--- src/rtl/serial_arith_pkg.sv ---
// Shared types and helpers for the digit-serial arithmetic blocks.
package serial_arith_pkg;

  // Operation sequencing states for the serial adder/subtractor.
  typedef enum logic [1:0] {
    IDLE = 2'd0,
    RUN  = 2'd1,
    DONE = 2'd2
  } state_e;

  // Number of run cycles needed to consume a WIDTH-bit operand DIGIT bits at a time.
  function automatic int run_cycles(input int width, input int digit);
    return width / digit;
  endfunction

  // Counter width for n run cycles; never narrower than one bit.
  function automatic int count_width(input int n);
    return (n > 1) ? $clog2(n) : 1;
  endfunction

  // Legal parameter combination: DIGIT in 1..WIDTH and dividing WIDTH exactly.
  function automatic bit width_ok(input int width, input int digit);
    return (digit >= 1) && (digit <= width) && ((width % digit) == 0);
  endfunction

endpackage

--- src/rtl/serial_digit_add.sv ---
// DIGIT-bit combinational ripple adder. Also reports the carry into the digit
// MSB so the caller can form the signed-overflow flag on the final digit.
module serial_digit_add #(
  parameter int DIGIT = 1
) (
  input  logic [DIGIT-1:0] a,
  input  logic [DIGIT-1:0] b,
  input  logic             cin,
  output logic [DIGIT-1:0] s,
  output logic             cout,
  output logic             c_msb_in
);

  logic c;

  // Ripple the carry through the digit, capturing the carry entering the top bit.
  always_comb begin
    c        = cin;
    s        = '0;
    c_msb_in = cin;
    for (int i = 0; i < DIGIT; i++) begin
      if (i == DIGIT - 1) c_msb_in = c;
      s[i] = a[i] ^ b[i] ^ c;
      c    = (a[i] & b[i]) | (c & (a[i] ^ b[i]));
    end
    cout = c;
  end

endmodule

--- src/rtl/serial_addsub_p.sv ---
// Digit-serial adder/subtractor. An operation is accepted in IDLE, processed
// LSB digit first over N = WIDTH/DIGIT RUN cycles, and held in DONE until the
// consumer takes it.
//
// Handshake: a transfer happens on a rising clk edge where valid and ready are
// both high. in_ready is high only in IDLE and out_valid only in DONE; neither
// depends combinationally on the opposite side's valid/ready, and once
// out_valid is high the result stays stable until out_ready is seen.
module serial_addsub_p
  import serial_arith_pkg::*;
#(
  parameter int WIDTH = 8,
  parameter int DIGIT = 1
) (
  input  logic             clk,
  input  logic             rst,
  input  logic             in_valid,
  output logic             in_ready,
  input  logic [WIDTH-1:0] a,
  input  logic [WIDTH-1:0] b,
  input  logic             sub,
  output logic             out_valid,
  input  logic             out_ready,
  output logic [WIDTH-1:0] sum,
  output logic             cout,
  output logic             ovf,
  output logic             busy,
  output state_e           dbg_state
);

  localparam int N  = run_cycles(WIDTH, DIGIT);
  localparam int CW = count_width(N);
  localparam logic [CW-1:0] LAST = CW'(N - 1);

  if (!width_ok(WIDTH, DIGIT)) begin : g_bad_params
    $error("serial_addsub_p: WIDTH must be a multiple of DIGIT with 1 <= DIGIT <= WIDTH");
  end

  state_e            state_q, state_d;
  logic [WIDTH-1:0]  a_sr_q, b_sr_q, sum_q;
  logic              carry_q, cout_q, ovf_q;
  logic [CW-1:0]     count_q;

  logic [DIGIT-1:0]       dig_s;
  logic                   dig_cout, dig_cmsb;
  logic [WIDTH+DIGIT-1:0] sum_cat;
  logic                   last_digit;

  serial_digit_add #(.DIGIT(DIGIT)) u_digit (
    .a        (a_sr_q[DIGIT-1:0]),
    .b        (b_sr_q[DIGIT-1:0]),
    .cin      (carry_q),
    .s        (dig_s),
    .cout     (dig_cout),
    .c_msb_in (dig_cmsb)
  );

  // New digit enters sum from the MSB side; works unchanged when DIGIT == WIDTH.
  assign sum_cat    = {dig_s, sum_q} >> DIGIT;
  assign last_digit = (count_q == LAST);

  // State register.
  always_ff @(posedge clk or posedge rst) begin
    if (rst) state_q <= IDLE;
    else     state_q <= state_d;
  end

  // Next-state logic.
  always_comb begin
    state_d = state_q;
    case (state_q)
      IDLE:    if (in_valid)   state_d = RUN;
      RUN:     if (last_digit) state_d = DONE;
      DONE:    if (out_ready)  state_d = IDLE;
      default: state_d = IDLE;
    endcase
  end

  // FSM-derived handshake and status outputs.
  always_comb begin
    in_ready  = (state_q == IDLE);
    out_valid = (state_q == DONE);
    busy      = (state_q == RUN);
    dbg_state = state_q;
  end

  // Operand load on accept, digit-serial shift/accumulate in RUN, flags on the last digit.
  always_ff @(posedge clk or posedge rst) begin
    if (rst) begin
      a_sr_q  <= '0;
      b_sr_q  <= '0;
      sum_q   <= '0;
      carry_q <= 1'b0;
      cout_q  <= 1'b0;
      ovf_q   <= 1'b0;
      count_q <= '0;
    end else begin
      case (state_q)
        IDLE: begin
          if (in_valid) begin
            a_sr_q  <= a;
            b_sr_q  <= sub ? ~b : b;
            carry_q <= sub;
            count_q <= '0;
          end
        end
        RUN: begin
          a_sr_q  <= a_sr_q >> DIGIT;
          b_sr_q  <= b_sr_q >> DIGIT;
          sum_q   <= sum_cat[WIDTH-1:0];
          carry_q <= dig_cout;
          count_q <= count_q + CW'(1);
          if (last_digit) begin
            cout_q <= dig_cout;
            ovf_q  <= dig_cmsb ^ dig_cout;
          end
        end
        default: ;
      endcase
    end
  end

  assign sum  = sum_q;
  assign cout = cout_q;
  assign ovf  = ovf_q;

endmodule

--- config.mk ---
export PLATFORM = sky130hd
export DESIGN_NAME = serial_addsub_p
export DESIGN_NICKNAME = d
export VERILOG_FILES = /design/src/rtl/serial_arith_pkg.sv /design/src/rtl/serial_digit_add.sv /design/src/rtl/serial_addsub_p.sv
export SDC_FILE = /design/constraint.sdc
export NUM_CORES = 1
export LEC_CHECK = 0
export ABC_CLOCK_PERIOD_IN_PS = 1600
export BUFFER_PORTS_ARGS = -buffer_cell sky130_fd_sc_hd__clkbuf_2
export CAP_MARGIN = 20
export CORE_MARGIN = 10
export CORE_UTILIZATION = 50
export DETAILED_ROUTE_END_ITERATION = 12
export PLACE_DENSITY = 0.75
export SLEW_MARGIN = 30
export SYNTH_ARGS = -nofsm -noshare
export SYNTH_HDL_FRONTEND = slang
export SYNTH_SLANG_ARGS = --single-unit
--- constraint.sdc ---
create_clock -name clk -period 1.6 [get_ports clk]
set_input_delay 0.08 -clock clk [delete_from_list [all_inputs] [get_ports clk]]
set_output_delay 0.08 -clock clk [all_outputs]
set_load 0.01 [all_outputs]
# Yosys cells after proc, flatten, opt, wreduce, memory -nomap -nowiden
# Index checks and enable logic that the tools add are counted.
dict set report totals {
  reg_bits 32
  in_bits 21
  output_inout_bits 15
  elab_cells 40
}
dict set report op_classes {
  add_sub_neg 1
  n_eq_ne 6
  n_mux 13
  bitwise_logic 7
  n_reduce_logical 5
}
# cell count
set ops {}
lappend ops {{8-bit one-hot mux with 2 select lines} 2}
lappend ops {{8-bit 2-to-1 mux} 3}
lappend ops {{8-bit NOT} 1}
lappend ops {{2-bit 2-to-1 mux} 3}
lappend ops {{2-bit one-hot mux with 3 select lines} 1}
lappend ops {{3-bit one-hot mux with 2 select lines} 1}
lappend ops {{2-bit by 1-bit inequality test with 1-bit output, second input constant} 2}
lappend ops {{2-bit AND reduction} 2}
lappend ops {{3-bit by 1-bit adder with 3-bit output, second input constant} 1}
lappend ops {{3-bit equality test, second input constant} 1}
lappend ops {{3-bit 2-to-1 mux} 1}
lappend ops {{3-bit AND reduction} 1}
lappend ops {{1-bit bitwise XOR} 3}
lappend ops {{1-bit bitwise AND} 2}
lappend ops {{2-bit by 1-bit equality test with 1-bit output, second input constant} 1}
lappend ops {{2-bit equality test, second input constant} 1}
lappend ops {{2-bit logical NOT} 1}
lappend ops {{2-bit inequality test, second input constant} 1}
lappend ops {{1-bit one-hot mux with 2 select lines} 1}
lappend ops {{2-bit nonzero test} 1}
lappend ops {{1-bit 2-to-1 mux} 1}
lappend ops {{1-bit bitwise OR} 1}

# Longest topological paths before layout
# Gate-level depths: netlist (run 1).
dict set report depth {
  word_depth 4
  mapped_depth 5
  mapped_depth_nobuf 5
}

# Cells and area by module
# Synthesis (run 1) repeated with hierarchy kept, for this count alone.
dict set report hier_totals {
  cells_unflattened 135
  hier_area_um2 1506.4
}
# module instances cells_each area_per_inst_um2
set by_module_without_submodules {}
lappend by_module_without_submodules {serial_addsub_p 1 133 1478.9}
lappend by_module_without_submodules {serial_digit_add 1 2 27.5}

# Worst setup path after synthesis (run 1)
# OpenSTA, ideal clock, no wires.
dict set report synth_timing {
  path_type {register -> register}
  start {register carry_q}
  end {register ovf_q, in the netlist ovf}
  arrival_time_ps 1288
  slack_ps 187
  path_stages_with_launch 4
  n_path_buf 0
  period_less_slack_ps 1413
  cell_sequence {dfrtp_1 -> fa_1 -> xor2_1 -> mux2_4}
}
dict set report synth_between {
  elab_chain_cells 3
}
# element line
set synth_rtl {}
lappend synth_rtl {{start: declaration} serial_addsub_p.sv:41} ;# logic carry_q, cout_q, ovf_q;
lappend synth_rtl {{start signal: assignment} serial_addsub_p.sv:103} ;# carry_q <= sub;
lappend synth_rtl {{start signal: assignment} serial_addsub_p.sv:111} ;# carry_q <= dig_cout;
lappend synth_rtl {{1-bit bitwise AND} serial_digit_add.sv:24} ;# c = (a[i] & b[i]) | (c & (a[i] ^ b[i]));
lappend synth_rtl {{1-bit bitwise OR} serial_digit_add.sv:24}
lappend synth_rtl {{net dig_cout} serial_addsub_p.sv:45} ;# logic dig_cout, dig_cmsb;
lappend synth_rtl {{1-bit bitwise XOR} serial_addsub_p.sv:115} ;# ovf_q <= dig_cmsb ^ dig_cout;
lappend synth_rtl {{end signal: assignment} serial_addsub_p.sv:115}
lappend synth_rtl {{end: declaration} serial_addsub_p.sv:41}
# The timed path passes the listed nets, and every way through them passes these cells.
# A chain may end at the register's enable or synchronous reset.

# Worst setup path in the final report (run 1)
# Same ends and word-level chain as after synthesis.

==> results of run 1 <==
[state kept, by name (all words and copies together), names as in the netlist]
register,cells
a_sr_q,8
b_sr_q,8
carry_q,1
count_q,3
cout,1
dbg_state,2
ovf,1
sum,8
[critical path: cells and delay by family (launching register included)]
kind | cells | cell delay [ns]
multiplexers | 1 | 0.26
XOR/XNOR | 1 | 0.18
adder cells (fa/ha/maj) | 1 | 0.49
flip-flops | 1 | 0.43
[cell families (layout without fill, tap and decap cells)]
kind of cell,count (synthesis),count (layout),synth area share
DFF,32,32,0.520
adders and majority gates,3,3,0.0293
muxes,11,11,0.0854
and+or+nand+nor,33,33,0.114
xor gates and xnor gates,9,9,0.0512
AOI/OAI and AO/OA,37,37,0.157
buffers and inverters,12,55,0.0431
[cell type report]
type                    count  area share
clock buffers               6      0.0226
clock inverters             1     0.00274
well taps                  33      0.0226
repair buffers             45       0.140
multi-input cells          93       0.368
inverters                   3     0.00616
flip-flops and latches     32       0.438
[final timing paths]
kind / from / to / slack, ns
max: carry_q$_DFFE_PP0P_ / ovf$_DFFE_PP0P_ / 0.13
min: b[7] / b_sr_q[7]$_DFFE_PP0P_ / 0.03
max reg2reg: carry_q$_DFFE_PP0P_ / ovf$_DFFE_PP0P_ / 0.13
min reg2reg: b_sr_q[3]$_DFFE_PP0P_ / b_sr_q[3]$_DFFE_PP0P_ / 0.49
max in group asynchronous: rst / dbg_state[0]$_DFFE_PP0P_ / 0.96
min in group asynchronous: rst / sum[7]$_DFFE_PP0P_ / 0.35
[cells in the mapped netlist, drive strengths merged]
library cell  instances
nor2b                 2
nor2                  2
xor2                  1
o21bai                1
o21ai                11
inv                   3
nand2                20
mux2                 11
a21oi                 8
fa                    1
a22oi                 8
xnor2                 8
ha                    2
o221ai                7
dfrtp                32
nand2b                1
clkbuf                1
a22o                  2
buf                   8
and2b                 8
[where the power goes]
| part | internal, mW | leakage (nW) | switching (mW) |
|---|---|---|---|
| clock | 0.161 | 0.0281 | 0.258 |
| sequential | 1.16 | 0.404 | 0.214 |
| combinational | 0.712 | 0.464 | 0.682 |
[stage by stage]
step | hold slack (ns) | power (mW) | util
3_3_place_gp | 0.161 | 2.74 | 0.586
2_1_floorplan | 0.188 | 2.36 | -
3_5_place_dp | 0.167 | 2.82 | 0.586
5_1_grt | 0.0419 | 3.46 | 0.608
4_1_cts | 0.0191 | 3.24 | 0.608
6_report | 0.0331 | 3.18 | 0.608
[repair_timing]
| action | 4_1_cts | 5_1_grt |
|---|---|---|
| hold buffers | 2 | 0 |
| endpoints found under the hold margin | 33 | 0 |
| setup buffers | 0 | 0 |
[routing by layer]
layer	vias up	wire (um)	global-route usage
met5	-	0	0
met4	0	74	0.0722
met3	8	258	0.0404
met2	36	1480	0.183
met1	557	1370	0.150
li1	564	-	-
==> impl_metrics.json, run 1 <==
{
  "status": "completed",
  "hold_viol": 0,
  "fin_ws_ns": 0.129,
  "area_growth_pct": 18.7,
  "dr.pass1.iters": 4,
  "gp_congestion": 0.782,
  "yosysTopAreaCellShare": 0.520,
  "fin_crit_ns": 1.47,
  "setup_violations": 0,
  "startpoint_type": "register",
  "critical_path.max_fanout": 3,
  "min_path_type": "in2reg",
  "synth_top_cell_by_area": "dfrtp_1",
  "core_um2": 3000,
  "worst_slew_pin_slew_ns": 0.394,
  "layout.nets": 204,
  "finalCritPeriodShare": 0.919,
  "cts_buffers": 5,
  "io_buffer_count": 35,
  "synth_area_um2": 1540,
  "track_usage": 0.122,
  "grt.overflow.total": 0,
  "rsz0062_at_grt": "no",
  "required_ns": 1.83,
  "insertion_delay_ns": 0.34,
  "clockRootBuffer": "clkbuf_4",
  "finalNonFillerCells": 213,
  "leakagePower_nw": 0.897,
  "n_antenna_cell": 0,
  "synth.ff_latch_count": 32,
  "dieArea_um2": 5700,
  "yosysWarnings": 0,
  "fillers": 275,
  "reg2regPathDepth": 3,
  "placed_area_um2": 1760,
  "multiInputGateArea_um2": 672,
  "h-tree-depth": 2,
  "synth_area_leaders": "dfrtp_1, mux2_2, nand2_1",
  "stdcell_area_um2": 1830,
  "rows": 20,
  "grt_pass1_vias": 1171,
  "syn_nets": 161,
  "drv_slew": 0,
  "dpl_worst_slack_ns": 0.144,
  "layout_common_cells": "clkbuf_2, dfrtp_1, nand2_1",
  "initial_core_util": 0.513,
  "via_per_inst": 5.47,
  "ant_nets": 0,
  "path_class": "reg2reg",
  "setup_tns_ns": 0,
  "yosysUniqueCellTypes": 27,
  "cp_slowest_cell": "fa_1",
  "synthCells": 137,
  "grt_pass1_wl_um": 5340,
  "fp.dieH_um": 75.5,
  "via_count": 1165,
  "antenna_found_initial": 0,
  "clock-skew-final_ns": 0.0124,
  "p_per_area_nw_per_um2": 1740,
  "worst_path_largest_cell_delay_ns": 0.49,
  "arrival_ns": 1.70,
  "crit_chain": "fa_1, xor2_1, mux2_4",
  "cts_tree": "built",
  "synth_area_per_cell_um2": 11.2,
  "max-slew-margin-rel": 0.737,
  "route.detailed.drc": 0,
  "grt_max_degree": 33,
  "placed_cells": 204,
  "ir_worst_vdd_mv": 0.771,
  "drive_gt1_frac": 0.356,
  "fmaxAchievable_ghz": 0.680,
  "cts_resized": 0,
  "die_x_um": 75.5,
  "final_common_cell": "clkbuf_2",
  "clkSinkCount": 32,
  "ys_seq_area_frac": 0.520,
  "dp_hpwl_um": 2370,
  "drtIter0Drc": 58,
  "wl_per_cell_um": 15.0,
  "clk_path_buf_depth": 2,
  "clk_pin_slew_worst_paths_ns": 0.10,
  "seqCellArea_um2": 801,
  "drv_cap": 0,
  "ios": 36,
  "hold_path_depth": 3,
  "wl_um": 3190,
  "worst_setup_path_end_kind": "register"
}
Note: power is estimated with default switching activity, not from simulation.
==> inputs of run 2 (changes only) <==
Settings changed: SLEW_MARGIN 30 to 40, SYNTH_HIERARCHICAL set to 1.
==> impl_metrics.json, run 2 <==
{
  "finalNonFillerCells": 211,
  "ios": 36,
  "synth_top_cell_by_area": "dfrtp_1",
  "insertion_delay_ns": 0.33,
  "p_per_area_nw_per_um2": 1790,
  "grt_pass1_vias": 1244,
  "p_int_mw": 2.12,
  "yosysWarnings": 6,
  "swShare": 0.348,
  "hold_viol": 0,
  "seqCellArea_um2": 801,
  "rows": 19,
  "async_flop_share": 1.00,
  "fp.dieH_um": 74.9,
  "die_x_um": 74.9,
  "ir_worst_vdd_mv": 0.696,
  "yosys.cell_count.top_type": "dfrtp_1",
  "area_growth_pct": 20.5,
  "grt_max_degree": 18,
  "via_count": 1150,
  "power.switching_mw": 1.13,
  "gp_congestion": 0.734,
  "syn_nets": 159,
  "drive_gt1_frac": 0.350,
  "setup_violations": 0,
  "wl_um": 3180,
  "layout_common_cells": "clkbuf_2, dfrtp_1, nand2_1",
  "finalCritPeriodShare": 0.892,
  "wl_per_cell_um": 15.1,
  "antenna_found_initial": 0,
  "cp_slowest_cell": "dfrtp_1",
  "synthCells": 135,
  "synth_edf_count": 0,
  "fmaxAchievable_ghz": 0.701,
  "drtIter0Drc": 43,
  "synth_area_um2": 1510,
  "synth.ff_latch_count": 32,
  "synth_area_per_cell_um2": 11.2,
  "synth_flop_cell": "dfrtp_1",
  "crit_buf_inv": 2,
  "ant_nets": 0,
  "core_um2": 2830,
  "drv_slew": 0,
  "initial_core_util": 0.533,
  "synth_area_leaders": "dfrtp_1, mux2_2, nand2_1",
  "ys_seq_area_frac": 0.532,
  "final_common_cell": "clkbuf_2",
  "grt.overflow.total": 0,
  "pwr-share-seq": 0.422,
  "fin_crit_ns": 1.43,
  "required_ns": 1.52,
  "track_usage": 0.129,
  "dr.pass1.iters": 4,
  "yosysTopAreaCellShare": 0.532,
  "worst_path_largest_cell_delay_ns": 0.47,
  "synth_common_cells": "dfrtp_1, nand2_1, o21ai_0",
  "max-slew-margin-rel": 0.697,
  "clock-skew-final_ns": 0.00528,
  "crit_chain": "nor2b_1, buf_4, clkbuf_2",
  "clk_path_buf_depth": 2,
  "via_per_inst": 5.45,
  "arrival_ns": 1.35,
  "io_buffer_count": 35,
  "utilization": 0.642,
  "worst_setup_path_end_kind": "output port",
  "leakagePower_nw": 0.876,
  "drv_cap": 0,
  "min_path_type": "in2reg",
  "status": "completed",
  "worst_slew_pin_slew_ns": 0.454,
  "layout.nets": 204,
  "cts_buffers": 5,
  "clockRootBuffer": "clkbuf_4",
  "n_antenna_cell": 0,
  "placed_cells": 202,
  "cts_tree": "built",
  "route.detailed.drc": 0,
  "critical_path.max_fanout": 9,
  "fillers": 250,
  "startpoint_type": "register",
  "cts_setup_buffers": 0,
  "path_delay_family": "flip-flops",
  "multiInputGateArea_um2": 629,
  "dp_hpwl_um": 2540,
  "h-tree-depth": 2,
  "rsz0062_at_grt": "no",
  "grt_pass1_wl_um": 5480,
  "clkSinkCount": 32,
  "power.share.combinational": 0.423,
  "p_clk_frac": 0.155,
  "dieArea_um2": 5610,
  "setup_tns_ns": 0,
  "path_class": "reg2out",
  "clk_pin_slew_worst_paths_ns": 0.09,
  "yosysUniqueCellTypes": 25
}
[run 2: cell count changes after synthesis, sizes merged, moves of 3 or more]
cell	before	now
nand2	20	24
nor2b	2	6
a21oi	8	5
and2b	8	0
[run 2: layout make-up]
cell class / instances / share of cell area
clock buffer: 7 / 0.0358
sequential: 32 / 0.441
inverter: 3 / 0.00620
multi-input combinational: 91 / 0.347
tap: 31 / 0.0214
timing repair buffer: 47 / 0.149
[run 2: power groups by stage]
| stage | Combinational (mW) | Sequential [mW] | Clock (mW) |
|---|---|---|---|
| finish | 1.37 | 1.37 | 0.503 |
| floorplan | 0.953 | 1.41 | 0 |
| detailed placement | 1.40 | 1.39 | 0 |
| global route | 1.54 | 1.43 | 0.572 |
| global placement | 1.34 | 1.37 | 0 |
| CTS | 1.40 | 1.37 | 0.526 |
[run 2: worst reg2reg max path: cells and delay by family, from the launching register on]
| kind | cells | cell delay [ns] |
|---|---|---|
| mux | 1 | 0.35 |
| flops | 1 | 0.40 |
| fa+ha+maj | 2 | 0.39 |
| simple gates | 1 | 0.15 |
[run 2: metal layers]
layer,GRT usage,up-vias,share of wire
met1,0.130,554,0.41
met2,0.224,30,0.50
li1,-,560,-
met5,0,-,0
met3,0.0552,6,0.073
met4,0.0651,0,0.018
[run 2: logic make-up (layout without fill, tap and decap cells)]
| group | count (synthesis) | after routing | synth area share |
|---|---|---|---|
| fa+ha+maj | 3 | 3 | 0.0299 |
| simple gates | 35 | 35 | 0.105 |
| mux | 10 | 10 | 0.0797 |
| compound gates | 34 | 34 | 0.151 |
| buf+inv | 12 | 57 | 0.0506 |
| flops | 32 | 32 | 0.532 |
| xor+xnor | 9 | 9 | 0.0523 |
[run 2: metrics by stage]
| stage | cell area (um^2) | setup slack [ns] | power (mW) | hold slack [ns] |
|---|---|---|---|---|
| after global routing | 1820 | 0.0380 | 3.54 | 0.0237 |
| after CTS | 1820 | 0.132 | 3.30 | 0.0211 |
| after floorplan | 1510 | 0.268 | 2.36 | 0.188 |
| after detailed placement | 1730 | 0.203 | 2.79 | 0.0822 |
| after global placement | 1730 | 0.254 | 2.71 | 0.0856 |
| final | 1820 | 0.173 | 3.24 | 0.0399 |
[run 2: worst paths after layout]
check	startpoint	to	slack [ns]	cells after the start
setup / recovery	dbg_state[1]$_DFFE_PP0P_	busy	0.17	3
hold / removal	a[3]	a_sr_q[3]$_DFFE_PP0P_	0.04	3
setup reg to reg	count_q[0]$_DFFE_PP0P_	cout$_DFFE_PP0P_	0.20	4
hold reg to reg	b_sr_q[1]$_DFFE_PP0P_	b_sr_q[1]$_DFFE_PP0P_	0.50	2
max in group asynchronous	rst	a_sr_q[4]$_DFFE_PP0P_	0.79	4
min in group asynchronous	rst	carry_q$_DFFE_PP0P_	0.28	3
[run 2: repair_timing]
action,4_1_cts,5_1_grt
resized for setup,0,0
hold buffers,2,0
hold endpoints to repair,11,0
==> inputs of run 3 (changes only) <==
Settings changed: ABC_AREA set to 1, CORE_MARGIN 10 to unset.
==> impl_metrics.json, run 3 <==
{
  "worst_path_largest_cell_delay_ns": 0.47,
  "drive_gt1_frac": 0.213,
  "p_total_mw": 3.18,
  "synthCells": 194,
  "synth_area_per_cell_um2": 8.00,
  "yosysTopAreaCellShare": 0.516,
  "synth_area_um2": 1550,
  "fin_ws_ns": 0.184,
  "cts_setup_buffers": 0,
  "clock-skew-final_ns": 0.00655,
  "synth_common_cells": "nand2_1, nand3_1, dfrtp_1",
  "power.switching_mw": 1.23,
  "pwr-share-seq": 0.424,
  "ios": 36,
  "startpoint_type": "register",
  "dr.pass1.iters": 11,
  "fmaxAchievable_ghz": 0.706,
  "max-slew-margin-rel": 0.732,
  "layout.nets": 262,
  "worst_slew_pin_slew_ns": 0.403,
  "clk_path_buf_depth": 2,
  "violations": "DRC",
  "insertion_delay_ns": 0.33,
  "rsz0062_at_grt": "no",
  "critical_path.max_fanout": 9,
  "gp_congestion": 0.790,
  "synth_flop_cell": "dfrtp_1",
  "setup_violations": 0,
  "cp_slowest_cell": "dfrtp_1",
  "synth_area_leaders": "dfrtp_1, nand2_1, nand3_1",
  "ctsHoldBuffers": 9,
  "synth_top_cell_by_area": "dfrtp_1",
  "worst_setup_path_end_kind": "output port",
  "syn_nets": 218,
  "dieArea_um2": 3330,
  "fp.dieH_um": 57.7,
  "final_common_cell": "nand2_1",
  "grt_pass1_vias": 1249,
  "clkSinkCount": 32,
  "hold_path_depth": 3,
  "min_path_type": "in2reg",
  "status": "complete, but fails checks",
  "p_clk_frac": 0.191,
  "ys_seq_area_frac": 0.516,
  "crit_buf_inv": 1,
  "die_x_um": 57.7,
  "track_usage": 0.217,
  "leakagePower_nw": 1.07,
  "hold_end": "a_sr_q[6]$_DFFE_PP0P_",
  "yosys.cell_count.top_type": "nand2_1",
  "via_per_inst": 5.06,
  "drv_slew": 0,
  "crit_chain": "nor2_2, clkbuf_2",
  "initial_core_util": 0.544,
  "seqCellArea_um2": 801,
  "n_antenna_cell": 0,
  "dpl_worst_slack_ns": 0.327,
  "wl_um": 3160,
  "ant_nets": 0,
  "worstHoldStart": "a[6]",
  "io_buffer_count": 35,
  "h-tree-depth": 2,
  "wl_per_cell_um": 11.7,
  "antenna_found_initial": 0,
  "cts_tree": "built",
  "power.share.combinational": 0.385,
  "async_flop_share": 1.00,
  "hold_viol": 0,
  "grt_max_degree": 33,
  "p_int_mw": 1.95,
  "cts_resized": 0,
  "dp_hpwl_um": 2020,
  "area_growth_pct": 22.6,
  "synth.ff_latch_count": 32,
  "setup_tns_ns": 0,
  "reg2regPathDepth": 5,
  "required_ns": 1.52,
  "path_class": "reg2out",
  "path_delay_family": "flip-flops",
  "grt_pass1_wl_um": 5480,
  "ir_worst_vdd_mv": 1.15,
  "finalCritPeriodShare": 0.885,
  "reg2reg_slack_ns": 0.31,
  "rows": 19,
  "via_count": 1367,
  "route.detailed.drc": 3,
  "clk_pin_slew_worst_paths_ns": 0.10,
  "yosysUniqueCellTypes": 19,
  "p_per_area_nw_per_um2": 1670,
  "r2r-start": "dbg_state[1]$_DFFE_PP0P_",
  "layout_common_cells": "nand2_1, nand3_1, clkbuf_2",
  "fin_crit_ns": 1.42,
  "core_um2": 2850,
  "synth_edf_count": 0,
  "multiInputGateArea_um2": 632,
  "fillers": 236,
  "yosysWarnings": 6,
  "reg2reg_to": "b_sr_q[1]$_DFFE_PP0P_",
  "clockRootBuffer": "clkbuf_4",
  "drtIter0Drc": 95,
  "swShare": 0.386,
  "arrival_ns": 1.34,
  "cts_buffers": 5,
  "drv_cap": 0,
  "grt.overflow.total": 0
}
-- run 3: cell types whose count changed after synthesis, sizes merged, moves of 2 or more --
cell	delta
xor2	+2
o221ai	-7
nor2	+2
buf	+2
mux2	-10
nand2	+57
o21ai	-8
a22oi	-7
a21oi	-5
a22o	-2
xnor2	-9
inv	+10
nand3	+43
nor2b	-6
-- run 3: worst max path at each step --
stage	from	cells past startpoint	end	slack [ns]
after floorplan	a_sr_q[0]$_DFFE_PP0P_	4	ovf$_DFFE_PP0P_	0.39
after global placement	a_sr_q[0]$_DFFE_PP0P_	4	ovf$_DFFE_PP0P_	0.33
after detailed placement	dbg_state[1]$_DFFE_PP0P_	5	b_sr_q[1]$_DFFE_PP0P_	0.33
after CTS	dbg_state[0]$_DFFE_PP0P_	2	in_ready	0.19
after global routing	dbg_state[0]$_DFFE_PP0P_	2	in_ready	0.12
final	dbg_state[0]$_DFFE_PP0P_	2	in_ready	0.18
-- run 3: power groups by stage --
stage	Clock, mW	Combinational [mW]	Sequential (mW)
3_5_place_dp	0	1.21	1.36
3_3_place_gp	0	1.19	1.36
5_1_grt	0.657	1.41	1.39
2_1_floorplan	0	0.844	1.38
4_1_cts	0.622	1.23	1.35
6_report	0.607	1.22	1.35
-- run 3: routing by layer --
| metal | wire [um] | global-route usage | vias to the layer above |
|---|---|---|---|
| li1 | - | - | 700 |
| met1 | 1520 | 0.289 | 609 |
| met2 | 1380 | 0.327 | 48 |
| met3 | 164 | 0.0647 | 10 |
| met4 | 95 | 0.102 | 0 |
| met5 | 0 | 0 | - |
-- run 3: area by class of cell --
type                       count  share of cell area
multi-input combinational    138               0.332
sequential                    32               0.420
inverter                      13              0.0256
clock buffer                   6              0.0217
timing repair buffer          48               0.162
tap                           31              0.0204
clock inverter                 2              0.0184
-- run 3: per-stage QoR --
step                      hold slack, ns  area (um^2)  std cells  utilization
after floorplan                    0.175         1550        194            -
after global placement             0.167         1740        253        0.609
after global routing              0.0221         1900        270        0.668
after detailed placement           0.166         1740        253        0.609
final                             0.0241         1900        270        0.668
after CTS                       0.000274         1900        270        0.668
-- run 3: kinds of logic (layout without fill, tap and decap cells) --
group           Yosys count  in the layout  share of synthesized area
simple gates            128            128                      0.349
fa+ha+maj                 3              3                     0.0290
flops                    32             32                      0.516
xor+xnor                  2              2                     0.0113
buf+inv                  24             69                     0.0774
compound gates            5              5                     0.0177
-- run 3: tightest hold or removal path: cells and delay by family --
kind,cells,cell delay [ns]
buffers and inverters,1,0.08
AND/OR/NAND/NOR,2,0.17
